===== src/rtl/ascon_pack.sv =====
// Shared Ascon definitions: the 320-bit state type, round constants, schedule
// encodings and the FSM state type used by the permutation sequencer.
package ascon_pack;

    // Word i of the Ascon state lives in element [i] (x0 is least significant).
    typedef logic [4:0][63:0] type_state;

    typedef enum logic [1:0] {
        SEQ_IDLE = 2'd0,
        SEQ_LOAD = 2'd1,
        SEQ_RUN  = 2'd2,
        SEQ_DONE = 2'd3
    } seq_state_t;

    localparam logic [1:0] MODE_P12 = 2'b00;
    localparam logic [1:0] MODE_P6  = 2'b01;
    localparam logic [1:0] MODE_P8  = 2'b10;

    localparam logic [3:0] ROUND_LAST = 4'd11;

    localparam logic [7:0] round_constant [0:11] = '{
        8'hF0, 8'hE1, 8'hD2, 8'hC3, 8'hB4, 8'hA5,
        8'h96, 8'h87, 8'h78, 8'h69, 8'h5A, 8'h4B
    };

    // A schedule of N rounds always ends on index 11, so it starts at 12-N.
    function automatic logic [3:0] first_round(input logic [1:0] mode,
                                               input int rounds_a,
                                               input int rounds_b,
                                               input int rounds_c);
        case (mode)
            MODE_P6: return 4'(12 - rounds_b);
            MODE_P8: return 4'(12 - rounds_c);
            default: return 4'(12 - rounds_a);
        endcase
    endfunction

    function automatic logic [63:0] ror64(input logic [63:0] value,
                                          input int unsigned amount);
        return (value >> amount) | (value << (64 - amount));
    endfunction

endpackage


===== src/rtl/permutation_round.sv =====
// One combinational Ascon round: constant addition, 5-bit S-box layer across
// the 64 bit-slices, then the per-word linear diffusion.
module permutation_round
    import ascon_pack::*;
(
    input  type_state  state_i,
    input  logic [3:0] round_i,
    output type_state  state_o
);

    logic [7:0] rc;
    type_state  added;
    type_state  substituted;
    logic [63:0] t0, t1, t2, t3, t4;
    logic [63:0] a0, a1, a2, a3, a4;

    always_comb begin
        rc = 8'h00;
        if (round_i <= ROUND_LAST) begin
            rc = round_constant[round_i];
        end
        added    = state_i;
        added[2] = state_i[2] ^ {56'd0, rc};
    end

    // Bitsliced S-box: pre-mix, chi-like nonlinear step, post-mix, complement.
    always_comb begin
        a0 = added[0] ^ added[4];
        a4 = added[4] ^ added[3];
        a2 = added[2] ^ added[1];
        a1 = added[1];
        a3 = added[3];

        t0 = ~a0 & a1;
        t1 = ~a1 & a2;
        t2 = ~a2 & a3;
        t3 = ~a3 & a4;
        t4 = ~a4 & a0;

        a0 = a0 ^ t1;
        a1 = a1 ^ t2;
        a2 = a2 ^ t3;
        a3 = a3 ^ t4;
        a4 = a4 ^ t0;

        substituted[1] = a1 ^ a0;
        substituted[0] = a0 ^ a4;
        substituted[3] = a3 ^ a2;
        substituted[2] = ~a2;
        substituted[4] = a4;
    end

    always_comb begin
        state_o[0] = substituted[0] ^ ror64(substituted[0], 19) ^ ror64(substituted[0], 28);
        state_o[1] = substituted[1] ^ ror64(substituted[1], 61) ^ ror64(substituted[1], 39);
        state_o[2] = substituted[2] ^ ror64(substituted[2], 1)  ^ ror64(substituted[2], 6);
        state_o[3] = substituted[3] ^ ror64(substituted[3], 10) ^ ror64(substituted[3], 17);
        state_o[4] = substituted[4] ^ ror64(substituted[4], 7)  ^ ror64(substituted[4], 41);
    end

endmodule


===== src/rtl/ascon_perm_sequencer.sv =====
// Iterative Ascon permutation: applies one round per clock to a 320-bit state
// register, with a start/done handshake and selectable 12/6/8-round schedules.
module ascon_perm_sequencer
    import ascon_pack::*;
#(
    parameter int ROUNDS_A = 12,
    parameter int ROUNDS_B = 6,
    parameter int ROUNDS_C = 8
) (
    input  logic       clock_i,
    input  logic       reset_i,
    input  logic       start_i,
    input  logic [1:0] mode_i,
    input  type_state  state_i,
    output type_state  state_o,
    output logic [3:0] round_o,
    output logic       busy_o,
    output logic       done_o
);

    seq_state_t fsm;
    seq_state_t fsm_next;
    type_state  state_reg;
    type_state  round_out;
    logic [3:0] round_cnt;
    logic       accept;
    logic       advance;

    permutation_round u_round (
        .state_i (state_reg),
        .round_i (round_cnt),
        .state_o (round_out)
    );

    always_ff @(posedge clock_i or posedge reset_i) begin
        if (reset_i) begin
            fsm <= SEQ_IDLE;
        end else begin
            fsm <= fsm_next;
        end
    end

    // DONE accepts a new start just like IDLE, giving back-to-back runs.
    always_comb begin
        fsm_next = fsm;
        accept   = 1'b0;
        advance  = 1'b0;
        busy_o   = 1'b0;
        done_o   = 1'b0;
        case (fsm)
            SEQ_IDLE: begin
                if (start_i) begin
                    accept   = 1'b1;
                    fsm_next = SEQ_LOAD;
                end
            end
            SEQ_LOAD: begin
                busy_o   = 1'b1;
                fsm_next = SEQ_RUN;
            end
            SEQ_RUN: begin
                busy_o  = 1'b1;
                advance = 1'b1;
                if (round_cnt == ROUND_LAST) begin
                    fsm_next = SEQ_DONE;
                end
            end
            SEQ_DONE: begin
                done_o = 1'b1;
                if (start_i) begin
                    accept   = 1'b1;
                    fsm_next = SEQ_LOAD;
                end else begin
                    fsm_next = SEQ_IDLE;
                end
            end
            default: fsm_next = SEQ_IDLE;
        endcase
    end

    // The counter captures the schedule at acceptance, which is what latches
    // the mode: later mode_i changes never reach the running permutation.
    always_ff @(posedge clock_i or posedge reset_i) begin
        if (reset_i) begin
            state_reg <= '0;
            round_cnt <= 4'd0;
        end else if (accept) begin
            state_reg <= state_i;
            round_cnt <= first_round(mode_i, ROUNDS_A, ROUNDS_B, ROUNDS_C);
        end else if (advance) begin
            state_reg <= round_out;
            if (round_cnt != ROUND_LAST) begin
                round_cnt <= round_cnt + 4'd1;
            end
        end
    end

    assign state_o = state_reg;
    assign round_o = round_cnt;

endmodule

===== config.mk =====
export PLATFORM = sky130hd
export DESIGN_NAME = ascon_perm_sequencer
export DESIGN_NICKNAME = d
export VERILOG_FILES = /design/src/rtl/ascon_pack.sv /design/src/rtl/permutation_round.sv /design/src/rtl/ascon_perm_sequencer.sv
export SDC_FILE = /design/constraint.sdc
export NUM_CORES = 2
export LEC_CHECK = 0
export CAP_MARGIN = 15
export CORE_AREA = 4 4 248 250
export CTS_BUF_LIST = sky130_fd_sc_hd__clkbuf_2
export CTS_CLUSTER_DIAMETER = 200
export DETAILED_ROUTE_END_ITERATION = 7
export DIE_AREA = 0 0 252 254
export PLACE_DENSITY = 0.88
export SETUP_SLACK_MARGIN = 0.05
export SYNTH_ARGS = -nofsm -noshare
export SYNTH_HDL_FRONTEND = slang
export SYNTH_SLANG_ARGS = --single-unit

===== constraint.sdc =====
create_clock -name clock_i -period 12.8 [get_ports clock_i]
set_clock_uncertainty 0.05 [all_clocks]
set_input_delay 1.28 -clock clock_i [delete_from_list [all_inputs] [get_ports clock_i]]
set_output_delay 1.28 -clock clock_i [all_outputs]
set_load 0.01 [all_outputs]

==> flow_summary.yaml <==
synth:
  synth_top_area_share_pct: 27.2
  syn_area_per_cell_um2: 9.89
  async_flop_share_pct: 100
  synth_cells: 3034
  synth_cell_types: 39
  synth.area.top_cells: "dfrtp_1 (27%), xnor2_1 (15%), xnor3_1 (13%)"
  yosysWarnings: 0
  yosysTopAreaCell: "dfrtp_1"
  yosysSeqAreaShare_pct: 27.2
  ys_ff_latch: 326
  ys.flop_type: "dfrtp_1"
  synth_area_um2: 30000
  synth_edf_count: 0
  synth_fp_nets: 3493
route:
  drt_iter0_markers: 3165
  num_vias: 27258
  drc_errors: 0
  ant_nets: 0
  wl_per_cell_um: 30.8
  routed_wl_um: 140000
  via_per_inst: 6.01
  dr.pass1.iters: 6
global_route:
  track_usage_pct: 42.1
  grt_max_degree: 168
  antenna_found_initial: 11
  grt_pass1_vias: 26268
  grt_first_pass_wirelength_um: 191000
  gr-total-overflow: 0
sta:
  finalSetupViolations: 0
  hold_viol_final: 0
  tightest_slew_ps: 1350
  fin_crit_sh_pct: 32.2
  fin_crit_ps: 4130
  fmax_ghz: 0.242
  timing.final.max_slew_violations: 0
  rsz0062_at_grt: "false"
  slew_headroom_pct: 9.56
  tns_ps: 0
cts:
  cts_tree: "built"
  cts.path.max_buffers: 3
  clk_latency_ps: 1280
  cts.sinks: 326
  postCtsSetupRepairBufs: 0
  htree_levels: 3
  path_clk_slew_ps: 120
  cts_buffers: 95
  postCtsHoldBufs: 0
  cts_resized: 0
  root_buffer: "clkbuf_2"
final_layout:
  layout_commonest_cell: "clkdlybuf4s50_1"
  nets: 4141
  area_growth_syn_to_layout_pct: 27.1
  drive_gt1_share_pct: 5.41
  final_cell_mix: "clkdlybuf4s50_1 (650), xnor2_1 (523), dfrtp_1 (326)"
place:
  dp_hpwl_um: 114000
  io_buffers: 650
  place_congestion: 1.12
floorplan:
  io_pins: 651
  die_w_um: 252
  core_um2: 59000
  rows: 89
  initial_utilization_pct: 50.8
  die-area_um2: 64000
  dieHeight_um: 254
worst_setup_path:
  slowest_stage: "buf_4"
  path_buf_inv: 4
  cp.arrival_ps: 5160
  slowest_delay_ps: 860
  critPathLaunchType: "flip-flop"
  cp_max_fo: 92
  cpMostUsedCell: "buf_4"
  critical_path_required_ps: 13830
  end_kind: "flip-flop"
  path_delay_family: "buffers and inverters"
  crit_path_cell_trace: "inv_1, ha_1, nor2_4, buf_4, buf_4, buf_4, nor3_1, a21oi_1, o21ai_1"
  crit_type: "reg2reg"
run_status:
  run_status: "completed"
min_path:
  min_path_type: "in2async"
flow_run:
  cap_violations: 0
[synth_stat cells, types with 3 or more instances]
master,instances
xnor2_1,523
dfrtp_1,326
nand2_1,288
xor2_1,232
mux2i_1,216
a21oi_1,202
inv_1,186
o21ai_0,174
xnor3_1,167
nor2_1,150
ha_1,134
clkbuf_1,114
nor3_1,61
o21ai_1,55
maj3_1,53
a221o_1,38
a21o_1,37
xor3_1,28
xnor2_2,20
buf_1,6
buf_2,4
and2_1,3
[worst reg2reg max path, delay by kind of cell (launching register included)]
family,cells,cell delay (ps)
AO/OA/AOI/OAI,2,270
buffers and inverters,4,2640
flip-flops,1,390
adder cells (fa/ha/maj),1,340
AND/OR/NAND/NOR,2,260
[state kept, by name, summed over array words and instances, names as in the netlist]
register and flops:
state_o 320, round_o 4, fsm 2
[final cells by class]
cell class	count	area (um2)
antenna	10	25.0
clock buffer	135	676
clock inverter	31	181
fill	4839	20900
inverter	187	709
multi-input combinational	2395	20700
sequential	326	8160
tap	773	967
timing repair buffer	677	6730
[path summary, 6_finish.rpt]
check | start | end | slack (ps) | depth (start not counted)
max | fsm[0] | state_o[96] | 8670 | 9
max in group asynchronous | reset_i | state_o[135] | 10450 | 3
min | reset_i | state_o[228] | 480 | 2
min in group clock_i | state_i[232] | state_o[232] | 500 | 3
min reg2reg | state_o[243] | state_o[243] | 560 | 2
max reg2reg | fsm[0] | state_o[96] | 8670 | 9
[cells by family after synthesis]
group           after synthesis  share of synthesized area [%]
xor+xnor                    971                           38.0
compound gates              512                           9.55
simple gates                507                           6.70
flops                       326                           27.2
buf+inv                     313                           3.97
mux                         217                           7.25
fa+ha+maj                   188                           7.39
[stage by stage]
step	hold WS [ps]	util (%)	area (um2)	std cells	setup WS, ps
2_1_floorplan	546	-	30000	3034	2440
3_5_place_dp	540	63.1	37300	4358	7820
3_3_place_gp	530	63.1	37300	4358	7910
4_1_cts	428	64.6	38100	4524	8630
6_report	480	64.6	38100	4534	8670
5_1_grt	489	64.6	38100	4529	8490
[metal layers]
layer	global-route usage (%)	wire length, um	vias up
li1	-	-	11519
met1	52.0	50500	13266
met2	64.0	60900	1958
met3	12.1	16500	507
met4	28.7	11700	8
met5	0	63	-
Power is left out: the tool's default activity adds up to more than one toggle a clock period on the data nets, which glitch-free logic cannot reach.
